`src/rtl/sm_calc_pkg.sv`:
```
// Shared definitions for the sign-magnitude calculator datapath.
//   state_t   : divider FSM states
//   SIGN_BIT  : position of the sign bit in a 3-bit operand
//   MAG_W     : magnitude width
//   sm_canon  : builds a sign-magnitude word, forcing -0 to +0
//   flags_of  : derives {ZF, EF, OF} from a remainder word
package sm_calc_pkg;

    typedef enum logic [1:0] {
        IDLE = 2'd0,
        ITER = 2'd1,
        SIGN = 2'd2
    } state_t;

    localparam int SIGN_BIT = 2;
    localparam int MAG_W    = 2;

    function automatic logic [MAG_W:0] sm_canon(input logic sign, input logic [MAG_W-1:0] mag);
        return {sign & (mag != '0), mag};
    endfunction

    function automatic logic [2:0] flags_of(input logic [MAG_W:0] r);
        return {(r[MAG_W-1:0] == '0), ~r[0], r[0]};
    endfunction

endpackage

```
`src/rtl/sm_divstep.sv`:
```
// One combinational restoring-division step on magnitudes.
//   rem      in  2  running remainder (always < divisor)
//   dbit     in  1  next dividend bit, MSB first
//   divisor  in  2  |B| (non-zero when used)
//   rem_new  out 2  updated remainder
//   qbit     out 1  quotient bit produced by this step
module sm_divstep
    import sm_calc_pkg::*;
(
    input  logic [MAG_W-1:0] rem,
    input  logic             dbit,
    input  logic [MAG_W-1:0] divisor,
    output logic [MAG_W-1:0] rem_new,
    output logic             qbit
);

    logic [MAG_W:0] partial;
    logic [MAG_W:0] diff;

    always_comb begin
        partial = {rem, dbit};
        diff    = partial - {1'b0, divisor};
        qbit    = (partial >= {1'b0, divisor});
        // Since rem < divisor, both the difference and an unsubtracted
        // partial fit in MAG_W bits whenever they are selected.
        rem_new = qbit ? diff[MAG_W-1:0] : partial[MAG_W-1:0];
    end

endmodule

```
`src/rtl/sm_div_seq.sv`:
```
// Sequential 3-bit sign-magnitude divider with start/done handshake.
//   clk    in   rising-edge clock
//   rst    in   asynchronous active-high reset
//   start  in   request, sampled only in IDLE
//   A, B   in   3-bit sign-magnitude dividend / divisor
//   busy   out  high from start acceptance until done
//   done   out  one-cycle pulse; Q, R and flags valid from then on
//   Q, R   out  quotient / remainder (truncating, canonical zero)
//   ZF, EF, OF, DZF  out  remainder zero / even / odd, divide by zero
module sm_div_seq
    import sm_calc_pkg::*;
(
    input  logic       clk,
    input  logic       rst,
    input  logic       start,
    input  logic [2:0] A,
    input  logic [2:0] B,
    output logic       busy,
    output logic       done,
    output logic [2:0] Q,
    output logic [2:0] R,
    output logic       ZF,
    output logic       EF,
    output logic       OF,
    output logic       DZF
);

    state_t            state_reg, state_next;
    logic              a_sign_reg, a_sign_next;
    logic              b_sign_reg, b_sign_next;
    logic [MAG_W-1:0]  a_mag_reg, a_mag_next;
    logic [MAG_W-1:0]  b_mag_reg, b_mag_next;
    logic              cnt_reg, cnt_next;
    logic [MAG_W-1:0]  rem_reg, rem_next;
    logic [MAG_W-1:0]  quo_reg, quo_next;
    logic              dz_reg, dz_next;
    logic              busy_reg, busy_next;
    logic              done_reg, done_next;
    logic [2:0]        q_reg, q_next;
    logic [2:0]        r_reg, r_next;
    logic [2:0]        flags_reg, flags_next;   // {ZF, EF, OF}
    logic              dzf_reg, dzf_next;

    logic [MAG_W-1:0]  step_rem;
    logic              step_qbit;

    sm_divstep u_step (
        .rem     (rem_reg),
        .dbit    (a_mag_reg[cnt_reg]),
        .divisor (b_mag_reg),
        .rem_new (step_rem),
        .qbit    (step_qbit)
    );

    always_ff @(posedge clk or posedge rst) begin
        if (rst) begin
            state_reg  <= IDLE;
            a_sign_reg <= 1'b0;
            b_sign_reg <= 1'b0;
            a_mag_reg  <= '0;
            b_mag_reg  <= '0;
            cnt_reg    <= 1'b0;
            rem_reg    <= '0;
            quo_reg    <= '0;
            dz_reg     <= 1'b0;
            busy_reg   <= 1'b0;
            done_reg   <= 1'b0;
            q_reg      <= '0;
            r_reg      <= '0;
            flags_reg  <= '0;
            dzf_reg    <= 1'b0;
        end else begin
            state_reg  <= state_next;
            a_sign_reg <= a_sign_next;
            b_sign_reg <= b_sign_next;
            a_mag_reg  <= a_mag_next;
            b_mag_reg  <= b_mag_next;
            cnt_reg    <= cnt_next;
            rem_reg    <= rem_next;
            quo_reg    <= quo_next;
            dz_reg     <= dz_next;
            busy_reg   <= busy_next;
            done_reg   <= done_next;
            q_reg      <= q_next;
            r_reg      <= r_next;
            flags_reg  <= flags_next;
            dzf_reg    <= dzf_next;
        end
    end

    always_comb begin
        state_next  = state_reg;
        a_sign_next = a_sign_reg;
        b_sign_next = b_sign_reg;
        a_mag_next  = a_mag_reg;
        b_mag_next  = b_mag_reg;
        cnt_next    = cnt_reg;
        rem_next    = rem_reg;
        quo_next    = quo_reg;
        dz_next     = dz_reg;
        busy_next   = busy_reg;
        done_next   = 1'b0;
        q_next      = q_reg;
        r_next      = r_reg;
        flags_next  = flags_reg;
        dzf_next    = dzf_reg;

        case (state_reg)
            IDLE: begin
                if (start) begin
                    a_sign_next = A[SIGN_BIT];
                    b_sign_next = B[SIGN_BIT];
                    a_mag_next  = A[MAG_W-1:0];
                    b_mag_next  = B[MAG_W-1:0];
                    rem_next    = '0;
                    quo_next    = '0;
                    busy_next   = 1'b1;
                    if (B[MAG_W-1:0] == '0) begin
                        dz_next    = 1'b1;
                        state_next = SIGN;
                    end else begin
                        dz_next    = 1'b0;
                        cnt_next   = 1'b1;
                        state_next = ITER;
                    end
                end
            end
            ITER: begin
                rem_next = step_rem;
                quo_next = {quo_reg[0], step_qbit};
                cnt_next = cnt_reg - 1'b1;
                if (cnt_reg == 1'b0) begin
                    state_next = SIGN;
                end
            end
            SIGN: begin
                if (dz_reg) begin
                    q_next     = '0;
                    r_next     = '0;
                    flags_next = 3'b110;
                    dzf_next   = 1'b1;
                end else begin
                    q_next     = sm_canon(a_sign_reg ^ b_sign_reg, quo_reg);
                    r_next     = sm_canon(a_sign_reg, rem_reg);
                    flags_next = flags_of(sm_canon(a_sign_reg, rem_reg));
                    dzf_next   = 1'b0;
                end
                done_next  = 1'b1;
                busy_next  = 1'b0;
                state_next = IDLE;
            end
            default: begin
                state_next = IDLE;
            end
        endcase
    end

    assign busy = busy_reg;
    assign done = done_reg;
    assign Q    = q_reg;
    assign R    = r_reg;
    assign ZF   = flags_reg[2];
    assign EF   = flags_reg[1];
    assign OF   = flags_reg[0];
    assign DZF  = dzf_reg;

endmodule

```
`config.mk`:
```
export PLATFORM = sky130hd
export DESIGN_NAME = sm_div_seq
export DESIGN_NICKNAME = d
export VERILOG_FILES = /design/src/rtl/sm_calc_pkg.sv /design/src/rtl/sm_divstep.sv /design/src/rtl/sm_div_seq.sv
export SDC_FILE = /design/constraint.sdc
export NUM_CORES = 1
export LEC_CHECK = 0
export ABC_CLOCK_PERIOD_IN_PS = 3500
export CAP_MARGIN = 25
export CORE_MARGIN = 4
export CORE_UTILIZATION = 54
export DETAILED_ROUTE_END_ITERATION = 6
export PLACE_DENSITY = 0.83
export SYNTH_ARGS = -nofsm -noshare
export SYNTH_HDL_FRONTEND = slang
export SYNTH_SLANG_ARGS = --single-unit
export TNS_END_PERCENT = 5
```
`constraint.sdc`:
```
create_clock -name clk -period 3.5 [get_ports clk]
set_input_delay 0.7 -clock clk [delete_from_list [all_inputs] [get_ports clk]]
set_output_delay 0.7 -clock clk [all_outputs]
set_load 0.005 [all_outputs]
```
==> qor.txt, run 1 <==
Worst Path Arrival -> 1230 ps
Clk pin slew, worst setup/hold paths -> 130 ps
Tmin final -> 1930 ps
Post-Place Cells -> 142
RSZ-0062 raised after global routing -> false
total global routing track utilization -> 0.164
#FFs+latches synth -> 25
required time of the critical path -> 2800 ps
# rows -> 16
vias in the first global route -> 746
Distinct cells, synth -> 28
Final Hold Viols -> 0
crit-path max FO -> 3
PortBufs -> 20
Post-Synthesis Cells -> 100
die width -> 53.5 um
crit end category -> output port
startpoint types -> register
area leader, netlist -> dfrtp_1
CTS tree -> done
Peak VDD IR -> 0.000414 V
syn nets -> 111
FMAX -> 0.518 GHz
Resize count post-CTS -> 0
count leader, synth -> dfrtp_1
syn_area_per_cell -> 11.2 sq um
Gate power share -> 0.428
via count -> 793
fraction of layout cells with a size suffix above 1 -> 0.101
Yosys top cell area share -> 0.559
status -> finished clean
Int Power -> 727 uW
io pins -> 21
Total Power -> 1130 uW
post-CTS setup buffer count -> 0
worst path cell trace -> clkdlybuf4s50_1
antenna violations before repair -> 0
Clock Latency Late Sink -> 310 ps
Congestion Overflow GR -> 0
Most Crowded Layer GR -> met2
Fin Setup TNS -> 0 ps
slowest CP cell -> clkdlybuf4s50_1
Cell Pwr Density -> 835 mW/mm^2
wire per inst -> 13.9 um
CTS max path bufs -> 2
Sw Ratio -> 0.357
Worst Path Buf+Inv -> 1
met3 Track Usage GR -> 0.0249
Clock Power Share -> 0.111
Antenna Violating Nets Remaining -> 0
Initial Util -> 0.571
GRT met1 Usage -> 0.199
# H-tree levels -> 1
mapped cell area -> 0.00112 sq mm
Rel. slew slack -> 0.387
DR iter-0 viols -> 12
pin count of the biggest net entering global routing -> 26
Period Utilization, post-route -> 0.552
worst hold path type -> register to register
dominant cells by area after synthesis -> dfrtp_1 56%, mux2_2 5.0%, o21ai_0 4.0%, nand2_1 3.7%, nand2b_1 3.4%
YS warnings -> 0
clock sink total -> 25
Post-Layout Cell Count -> 146
Root Buffer -> clkbuf_4
Slew Limit Fails -> 0
Die Area -> 0.00287 sq mm
worst slew pin tran -> 919 ps
# diodes -> 0
cts bufs inserted -> 3
worst clock skew -> 5.71 ps
Seq pwr share -> 0.461
CORE AREA -> 0.00196 sq mm
gpl congestion -> 0.753
first-pass GRT wire length -> 3370 um
met2 usage -> 0.298
asr flop ratio synth -> 1.00
nets -> 131
sequential share of the synthesized area -> 0.559
MaxCap Viol Count -> 0
Hold Buf Count CTS -> 0
leakage -> 0.000609 uW
# DRC -> 0
final wirelength -> 2030 um
number of enable flip-flop cells after synthesis -> 0
most instantiated cells after synthesis -> 25 x dfrtp_1, 11 x nand2_1, 9 x o21ai_0
crit path kind -> register to output port
Vias/cell -> 5.43
slowest stage delay, CP -> 520 ps
height of the die -> 53.5 um
Top delay family on crit path -> buffers and inverters
NetSw -> 403 uW
Area Overhead vs Synth -> 20.9%
Final setup viols -> 0
Synth Flop Type -> dfrtp_1
DP HPWL -> 1530 um
drt pass-1 iters -> 4
[worst register-to-register path, stage by stage, from the launching register on]
cell and delay (ps):
dfrtp_1 440, mux2i_1 280, ha_1 290, nor2b_1 200, o211ai_1 110, a32o_1 260
[final timing paths]
check                             start          to  slack (ps)  cells after the start
worst min register to register     R[2]        R[2]         490                      2
worst max-delay path               R[0]          OF        1570                      1
worst max register to register  cnt_reg  rem_reg[0]        1830                      5
max in group asynchronous           rst      dz_reg        2060                      2
worst min-delay path               R[2]        R[2]         490                      2
min in group asynchronous           rst        done         880                      2
[stage by stage]
step / utilization / hold WS [ps] / instance area (sq um) / setup WS [ps]
3_3_place_gp: 0.676 / 462 / 1330 / 1340
2_1_floorplan: - / 458 / 1120 / 1990
5_1_grt: 0.690 / 513 / 1350 / 1510
4_1_cts: 0.690 / 500 / 1350 / 1560
6_report: 0.690 / 491 / 1350 / 1570
3_5_place_dp: 0.676 / 469 / 1330 / 1280
[metal layers]
metal / share of wire / up-vias
li1: - / 383
met1: 0.44 / 386
met2: 0.50 / 20
met3: 0.051 / 4
met4: 0.012 / 0
met5: 0 / -
[cell type report]
cell class / instances / area (sq um)
Tap cell: 27 / 33.8
Fill cell: 171 / 608
Clock inverter: 1 / 5.00
Multi-Input combinational cell: 64 / 444
Inverter: 6 / 22.5
Sequential cell: 25 / 626
Timing Repair Buffer: 20 / 200
Clock buffer: 3 / 22.5
[power groups by stage]
stage / combinational [uW] / sequential, uW / clock, uW
6_report: 483 / 521 / 125
4_1_cts: 487 / 521 / 130
3_5_place_dp: 484 / 529 / 0
2_1_floorplan: 351 / 486 / 0
5_1_grt: 543 / 542 / 142
3_3_place_gp: 462 / 519 / 0
[layout by cell type, fill, tap and decap left out, drive strengths merged]
master and count:
a21o 2, a21oi 5, a22o 2, a32o 1
clkbuf 3, clkdlybuf4s50 20, clkinv 1, dfrtp 25
ha 2, inv 6, mux2 7, mux2i 1
nand2 11, nand2b 6, nand3b 2, nor2 2
nor2b 2, nor3 1, nor3b 2, o211a 1
o211ai 1, o21ai 9, o21ba 1, o21bai 1
o221ai 1, o31ai 3, or2 1
[logic make-up after synthesis]
kind of cell    synth area share
buf+inv                   0.0447
compound gates             0.160
simple gates               0.135
mux                       0.0793
fa+ha+maj                 0.0223
flops                      0.559
Power figures use the tool's default switching activity.
==> inputs of run 2 (changes only) <==
--- a/config.mk
+++ b/config.mk
@@ -5,12 +5,12 @@
 export SDC_FILE = /design/constraint.sdc
 export NUM_CORES = 1
 export LEC_CHECK = 0
-export ABC_CLOCK_PERIOD_IN_PS = 3500
+export ABC_CLOCK_PERIOD_IN_PS = 1850
 export CAP_MARGIN = 25
 export CORE_MARGIN = 4
-export CORE_UTILIZATION = 54
+export CORE_UTILIZATION = 50
 export DETAILED_ROUTE_END_ITERATION = 6
-export PLACE_DENSITY = 0.83
+export PLACE_DENSITY = 0.78
 export SYNTH_ARGS = -nofsm -noshare
 export SYNTH_HDL_FRONTEND = slang
 export SYNTH_SLANG_ARGS = --single-unit
==> constraint.sdc (replaced) <==
create_clock -name clk -period 1.85 [get_ports clk]
set_input_delay 0.37 -clock clk [delete_from_list [all_inputs] [get_ports clk]]
set_output_delay 0.37 -clock clk [all_outputs]
set_load 0.005 [all_outputs]
==> qor.txt, run 2 (synthesis gave the netlist of run 1 again) <==
RR Startpoint -> cnt_reg
CTS tree -> done
clock sink total -> 25
Worst R2R Setup Slack -> 190 ps
Clock Latency Late Sink -> 310 ps
height of the die -> 55.3 um
status -> finished clean
Peak VDD IR -> 0.000805 V
slowest CP cell -> dfrtp_1
cts bufs inserted -> 3
Post-Layout Cell Count -> 149
nets -> 134
slowest stage delay, CP -> 440 ps
Final Hold Viols -> 0
vias in the first global route -> 857
Period Utilization, post-route -> 0.899
FMAX -> 0.601 GHz
Top delay family on crit path -> flip-flops
leakage -> 0.000620 uW
worst clock skew -> 9.58 ps
# rows -> 16
DP HPWL -> 1540 um
FF-to-FF End -> rem_reg[0]
antenna violations before repair -> 0
# DRC -> 0
MaxCap Viol Count -> 0
Initial Util -> 0.548
Antenna Violating Nets Remaining -> 0
Die Area -> 0.00306 sq mm
worst path cell trace -> mux2i_1 -> ha_1 -> nor2b_1 -> o211ai_1 -> a32o_1
placed instance area -> 0.00135 sq mm
Tmin final -> 1660 ps
CTS max path bufs -> 2
Congestion Overflow GR -> 0
Clk pin slew, worst setup/hold paths -> 130 ps
Hold Buf Count CTS -> 0
worst slew pin tran -> 464 ps
cell depth of the worst setup path -> 5
final wirelength -> 2110 um
total global routing track utilization -> 0.152
CORE AREA -> 0.00204 sq mm
die width -> 55.3 um
crit end category -> register
most frequent cells in the layout -> 25 x dfrtp_1, 20 x clkdlybuf4s50_1, 11 x nand2_1
Slew Limit Fails -> 0
first-pass GRT wire length -> 3800 um
Worst Path Arrival -> 1880 ps
Worst Path Buf+Inv -> 0
RSZ-0062 raised after global routing -> false
pin count of the biggest net entering global routing -> 26
fin area -> 0.00138 sq mm
startpoint types -> register
crit path kind -> register to register
fraction of layout cells with a size suffix above 1 -> 0.115
Root Buffer -> clkbuf_4
Vias/cell -> 5.38
gpl congestion -> 0.762
Post-Place Cells -> 145
most common cell after layout, fill and taps aside -> dfrtp_1
# diodes -> 0
Resize count post-CTS -> 0
post-CTS setup buffer count -> 0
Rel. slew slack -> 0.690
Fin Setup TNS -> 0 ps
wire per inst -> 14.1 um
Final setup viols -> 0
R2R cell count -> 5
PortBufs -> 20
Total Power -> 2170 uW
required time of the critical path -> 2060 ps
Cell Pwr Density -> 1580 mW/mm^2
crit-path max FO -> 5
DR iter-0 viols -> 13
worst hold path type -> input pin to async pin
io pins -> 21
# H-tree levels -> 1
via count -> 802
drt pass-1 iters -> 4
Area Overhead vs Synth -> 22.8%
==> run 2: worst register-to-register path: cells and delay by family (launching register included) <==
kind	cells	cell delay (ps)
flops	1	440
compound gates	2	370
fa+ha+maj	1	290
mux	1	270
simple gates	1	210
==> run 2: layout make-up <==
class / count / area (sq um)
clock buffers: 4 / 26.3
repair buffers: 23 / 223
fillers: 177 / 667
flip-flops and latches: 25 / 626
well taps: 27 / 33.8
multi-input cells: 64 / 444
inverters: 6 / 22.5
==> run 2: power by group <==
group / switching [uW] / internal (uW) / leakage (uW)
Combinational: 411 / 533 / 0.000293
Clock: 152 / 84.1 / 0.0000150
Sequential: 212 / 778 / 0.000312
==> run 2: through the flow <==
stage / util / hold WS, ps / setup slack (ps)
6_report: 0.673 / 397 / 186
3_3_place_gp: 0.661 / 462 / 64.7
4_1_cts: 0.673 / 403 / 207
5_1_grt: 0.673 / 435 / 109
3_5_place_dp: 0.661 / 470 / 42.7
2_1_floorplan: - / 397 / 367
==> run 2: how the worst max path moves through the flow <==
stage	start	endpoint	slack, ps
floorplan	cnt_reg	rem_reg[0]	370
global placement	start	b_mag_reg[0]	60
detailed placement	start	a_sign_reg	40
CTS	cnt_reg	rem_reg[0]	210
global route	cnt_reg	rem_reg[0]	110
finish	cnt_reg	rem_reg[0]	190
==> run 2: layer usage <==
| metal | vias to the layer above | wire length, um | global-route usage |
|---|---|---|---|
| li1 | 389 | - | - |
| met4 | 0 | 31 | 0.0660 |
| met5 | - | 0 | 0 |
| met2 | 24 | 1050 | 0.264 |
| met1 | 385 | 924 | 0.183 |
| met3 | 4 | 104 | 0.0280 |
==> inputs of run 3 (changes only) <==
--- a/config.mk
+++ b/config.mk
@@ -6,7 +6,6 @@
 export NUM_CORES = 1
 export LEC_CHECK = 0
 export ABC_CLOCK_PERIOD_IN_PS = 1850
-export CAP_MARGIN = 25
 export CORE_MARGIN = 4
 export CORE_UTILIZATION = 50
 export DETAILED_ROUTE_END_ITERATION = 6
==> results of run 3 <==
The final DEF is identical to that of run 2; final timing and power are the same.
